--- config.mk ---
export PLATFORM = sky130hd
export DESIGN_NAME = uart_tx_cfg
export DESIGN_NICKNAME = d
export VERILOG_FILES = /design/src/rtl/uart_pkg.sv /design/src/rtl/uart_baud_gen.sv /design/src/rtl/uart_tx_cfg.sv
export SDC_FILE = /design/constraint.sdc
export NUM_CORES = 1
export LEC_CHECK = 0
export CAP_MARGIN = 20
export CORE_ASPECT_RATIO = 1.75
export CORE_MARGIN = 4
export CORE_UTILIZATION = 45
export DETAILED_ROUTE_END_ITERATION = 10
export PLACE_DENSITY_LB_ADDON = 0.2
export SETUP_SLACK_MARGIN = 0.4
export SYNTH_ARGS = -nofsm -noshare
export SYNTH_HDL_FRONTEND = slang
export SYNTH_SLANG_ARGS = --single-unit
--- constraint.sdc ---
create_clock -name clk -period 2.2 [get_ports clk]
set_input_delay 0.66 -clock clk [delete_from_list [all_inputs] [get_ports clk]]
set_output_delay 0.66 -clock clk [all_outputs]
set_load 0.05 [all_outputs]
--- src/rtl/uart_pkg.sv ---
// Shared types and helpers for the configurable UART transmitter.
package uart_pkg;

  localparam int PARITY_NONE = 0;
  localparam int PARITY_ODD  = 1;
  localparam int PARITY_EVEN = 2;

  typedef enum logic [2:0] {
    ST_IDLE,
    ST_START,
    ST_DATA,
    ST_PARITY,
    ST_STOP
  } tx_state_t;

  // Total line bits in one frame: start + payload + optional parity + stop.
  function automatic int frame_bits(input int data_bits, input int parity, input int stop_bits);
    return 1 + data_bits + ((parity != PARITY_NONE) ? 1 : 0) + stop_bits;
  endfunction

endpackage

--- src/rtl/uart_baud_gen.sv ---
// Bit-period counter: counts 0..BAUD_CLK-1 while enabled and ticks o_bit_end on the last count.
// Combinational tick, no backpressure; a sync clear restarts the period and disabling parks it at 0.
module uart_baud_gen #(
  parameter int BAUD_CLK = 10
) (
  input  logic clk,
  input  logic rstn,
  input  logic i_en,
  input  logic i_clr,
  output logic o_bit_end
);

  localparam int CW = (BAUD_CLK > 1) ? $clog2(BAUD_CLK) : 1;

  logic [CW-1:0] r_cnt;
  logic          w_wrap;

  assign w_wrap    = (r_cnt == CW'(BAUD_CLK - 1));
  assign o_bit_end = i_en && w_wrap;

  always_ff @(posedge clk) begin
    if (!rstn) begin
      r_cnt <= '0;
    end else if (i_clr || !i_en || w_wrap) begin
      r_cnt <= '0;
    end else begin
      r_cnt <= r_cnt + 1'b1;
    end
  end

endmodule

--- src/rtl/uart_tx_cfg.sv ---
// UART transmitter with 5-9 data bits, none/odd/even parity, 1-2 stop bits; line goes low 1 cycle after accept.
// Ready only in IDLE or the final stop cycle, so a held valid chains frames with no idle gap.
module uart_tx_cfg
  import uart_pkg::*;
#(
  parameter int CLK_FREQ  = 27_000_000,
  parameter int BAUD_RATE = 115200,
  parameter int DATA_BITS = 8,
  parameter int PARITY    = 0,
  parameter int STOP_BITS = 1
) (
  input  logic                 clk,
  input  logic                 rstn,
  input  logic                 tx_valid_i,
  input  logic [DATA_BITS-1:0] tx_data_i,
  output logic                 tx_ready_o,
  output logic                 tx_busy_o,
  output logic                 tx_done,
  output logic                 uart_tx
);

  localparam int BAUD_CLK   = CLK_FREQ / BAUD_RATE;
  localparam int FRAME_BITS = frame_bits(DATA_BITS, PARITY, STOP_BITS);
  localparam int BIT_CW     = $clog2(FRAME_BITS);

  if (DATA_BITS < 5 || DATA_BITS > 9) begin : g_bad_data_bits
    $error("uart_tx_cfg: DATA_BITS must be 5..9");
  end
  if (PARITY != PARITY_NONE && PARITY != PARITY_ODD && PARITY != PARITY_EVEN) begin : g_bad_parity
    $error("uart_tx_cfg: PARITY must be 0, 1 or 2");
  end
  if (STOP_BITS != 1 && STOP_BITS != 2) begin : g_bad_stop_bits
    $error("uart_tx_cfg: STOP_BITS must be 1 or 2");
  end
  if (BAUD_CLK < 2) begin : g_bad_baud
    $error("uart_tx_cfg: CLK_FREQ/BAUD_RATE must be at least 2");
  end

  tx_state_t            r_state;
  logic [DATA_BITS-1:0] r_shift;
  logic [BIT_CW-1:0]    r_bit_cnt;
  logic                 r_par;
  logic                 r_tx;
  logic                 r_done;

  logic w_accept;
  logic w_bit_end;
  logic w_baud_en;
  logic w_last_stop;
  logic w_par;

  assign w_baud_en   = (r_state != ST_IDLE);
  assign w_last_stop = (r_bit_cnt == BIT_CW'(STOP_BITS - 1));
  assign tx_ready_o  = (r_state == ST_IDLE) || (r_state == ST_STOP && w_last_stop && w_bit_end);
  assign w_accept    = tx_valid_i && tx_ready_o;
  assign w_par       = (PARITY == PARITY_ODD) ? ~(^tx_data_i) : (^tx_data_i);
  assign tx_busy_o   = (r_state != ST_IDLE);
  assign tx_done     = r_done;
  assign uart_tx     = r_tx;

  uart_baud_gen #(
    .BAUD_CLK (BAUD_CLK)
  ) u_baud_gen (
    .clk       (clk),
    .rstn      (rstn),
    .i_en      (w_baud_en),
    .i_clr     (w_accept),
    .o_bit_end (w_bit_end)
  );

  always_ff @(posedge clk) begin
    if (!rstn) begin
      r_state   <= ST_IDLE;
      r_shift   <= '0;
      r_bit_cnt <= '0;
      r_par     <= 1'b0;
      r_tx      <= 1'b1;
      r_done    <= 1'b0;
    end else begin
      r_done <= 1'b0;
      unique case (r_state)
        ST_IDLE: begin
          r_tx      <= 1'b1;
          r_bit_cnt <= '0;
        end
        ST_START: begin
          if (w_bit_end) begin
            r_state   <= ST_DATA;
            r_tx      <= r_shift[0];
            r_shift   <= r_shift >> 1;
            r_bit_cnt <= '0;
          end
        end
        ST_DATA: begin
          if (w_bit_end) begin
            if (r_bit_cnt == BIT_CW'(DATA_BITS - 1)) begin
              r_bit_cnt <= '0;
              if (PARITY != PARITY_NONE) begin
                r_state <= ST_PARITY;
                r_tx    <= r_par;
              end else begin
                r_state <= ST_STOP;
                r_tx    <= 1'b1;
              end
            end else begin
              r_bit_cnt <= r_bit_cnt + 1'b1;
              r_tx      <= r_shift[0];
              r_shift   <= r_shift >> 1;
            end
          end
        end
        ST_PARITY: begin
          if (w_bit_end) begin
            r_state   <= ST_STOP;
            r_tx      <= 1'b1;
            r_bit_cnt <= '0;
          end
        end
        ST_STOP: begin
          if (w_bit_end) begin
            if (w_last_stop) begin
              r_done    <= 1'b1;
              r_bit_cnt <= '0;
              r_state   <= ST_IDLE;
            end else begin
              r_bit_cnt <= r_bit_cnt + 1'b1;
            end
          end
        end
        default: r_state <= ST_IDLE;
      endcase
      // Acceptance only happens in IDLE or the final stop cycle and overrides the state update.
      if (w_accept) begin
        r_state   <= ST_START;
        r_tx      <= 1'b0;
        r_shift   <= tx_data_i;
        r_par     <= w_par;
        r_bit_cnt <= '0;
      end
    end
  end

endmodule

==> results.toml <==
[run_status]
run_status = "complete, but fails checks"
violations = "setup timing"

[yosys]
synthSimpleGateAreaFrac = 0.280
syn_inst = 157
seq_area_frac_synth = 0.368
synthXorXnorAreaFrac = 0.0451
synth_compound_area_frac = 0.220
synth_area_leader_cell = "dfxtp_1"
synth_mux_area_frac = 0
synth.most_common_cell = "dfxtp_1"
ys_warn_count = 0
syn_area_um2 = 1360
synth_top_family_by_area = "simple AND/OR/NAND/NOR gates"
synth_ff_type = "dfxtp_1"
async_flop_share = 0
yosysTopAreaCellShare = 0.368
synth_cell_types = 44
yosys-top-cells-count = "dfxtp_1, nand2_1, nand3_1, nor2_1, o211ai_1"
ys_seq_elements = 25
synth_area_per_cell_um2 = 8.65
synth_fa_ha_area_frac = 0.0368
synth_fp_nets = 172
synth_edf_count = 0
yosys-top-cells-area = "dfxtp_1, o211ai_1, nand3_1"

[global_routing]
grt_max_degree = 14
grtUsageTotal = 0.198
grt_pass1_vias = 1349
grt_overflow = 0
grt_pass1_wl_um = 6220
antenna_found_initial = 0

[place]
dpl.hpwl_um = 2550
place.gp.congestion = 0.887
portBuffers = 14
dp_worst_setup_slack_ps = -97.9

[timing]
fin_crit_sh = 1.15
max_freq_mhz = 396
rsz0062_at_grt = "true"
fin_crit_ps = 2530
worstMarginPinSlew_ps = 665
setup_viol = 3
slew_viol_final = 0
slew_headroom = 0.553
tns_ps = -344
fin_skew_ps = 1.06
hold_viol = 0
setup_ws_ps = -327

[cells_and_area]
area_delta_synth_final_pct = 42.8
finalNetCount = 210
antenna_cells = 0
layout-drive-gt1-share = 0.345

[routing]
first_pass_iters = 5
finalWirelength_um = 3760
drc = 0
drtIter0Drc = 40
vias = 1366
ant_nets = 0
wl_per_cell_um = 16.9
vias_per_cell = 6.15

[pwr]
finalPower_mw = 0.910
power.leakage_nw = 0.694
ir_worst_vdd_mv = 0.409
powerDensity_nw_per_um2 = 469

[floorplan]
die_area_um2 = 4000
core.rowCount = 26
die_h_um = 80.7
io_pins = 15
coreArea_um2 = 2930
die_w_um = 49.5
initial_utilization = 0.464

[clock_tree]
cts.sinks = 25
cts_max_level = 1
cts_root_buf = "clkbuf_8"
clk_latency_ps = 270
clockBufferDepth = 2
cts_tree = "built"
holdBufCountCts = 0
cts_buffers = 3
clkTransAtPathRegs_ps = 80

[worst_setup_path]
cp-start-kind = "flop"
cp_max_fo = 2
path_class = "reg2out"
cp_data_required_time_ps = 1540
critPathCaptureType = "primary output"
arrival_ps = 1870

[hold_path]
holdCritPathClass = "reg2reg"

[job]
max_cap_viol_count = 0
==> cells in the final DEF (no fill, tap or decap), types with 5 or more instances in the layout <==
cell type        netlist  routed
buf_4                  1      24
dfxtp_1               25      21
nand2_1               16      15
nand3_1               12      12
nor2_1                12      11
clkdlybuf4s50_1        0      10
o211ai_1               9       9
nand4_1                5       5
==> per-stage QoR <==
stage / utilization / cells / instance area (µm²) / hold WS, ps
after floorplan: - / 157 / 1380 / 430
after CTS: 0.629 / 216 / 1840 / 496
after global routing: 0.663 / 222 / 1940 / 509
final: 0.663 / 222 / 1940 / 492
after global placement: 0.571 / 210 / 1670 / 468
after detailed placement: 0.571 / 210 / 1670 / 485
==> worst paths after layout <==
path	startpoint	to	slack, ps	cells past startpoint
min reg2reg	r_shift[2]$_SDFFE_PN0P_	r_shift[1]$_SDFFE_PN0P_	490	2
min	r_shift[2]$_SDFFE_PN0P_	r_shift[1]$_SDFFE_PN0P_	490	2
max	r_bit_cnt[0]$_SDFFE_PP0P_	tx_ready_o	-330	6
max reg2reg	r_bit_cnt[0]$_SDFFE_PP0P_	r_bit_cnt[2]$_SDFFE_PP0P_	-10	9
==> cell families after synthesis <==
group | Yosys count
AND/OR/NAND/NOR | 70
AO/OA/AOI/OAI | 37
flip-flops | 25
buffers and inverters | 14
XOR/XNOR | 7
adder cells (fa/ha/maj) | 4
==> per-layer routing <==
metal | global-route usage | up-vias | routed length [µm]
met3 | 0.0186 | 13 | 146
met4 | 0.0831 | 0 | 89
met2 | 0.383 | 52 | 2110
li1 | - | 658 | -
met1 | 0.210 | 643 | 1410
met5 | 0 | - | 0
==> sequential cells by signal, indices dropped and copies added (netlist names) <==
name,flops
r_state,3
u_baud_gen.r_cnt,8
uart_tx,1
r_shift,8
r_bit_cnt,4
tx_done,1
==> timing repair <==
action	in CTS	in global routing
gates resized for setup	27	11
pin swaps	11	8
buffers inserted	2	6
endpoints found under the setup margin	20	20
gates cloned	0	0
==> cell type report <==
cell class                      instances  area [µm²]
Fill cell                             234         987
Multi-Input combinational cell        118         946
Sequential cell                        25         505
Timing Repair Buffer                   41         387
Clock buffer                            4        45.0
Tap cell                               28        35.0
Inverter                                6        22.5
==> report_power, final <==
part           total (mW)  internal, mW  switching [mW]
combinational       0.155        0.0705          0.0847
clock               0.274         0.130           0.145
sequential          0.480         0.469          0.0118
total               0.910         0.669           0.241
==> critical path, cell delays in order, from the launching register on <==
cell and delay [ps]:
dfxtp_2 330, inv_2 70, ha_4 120, or3b_4 380, o41a_4 380, nor3_4 150
buf_12 160
Power figures use the tool's default switching activity.
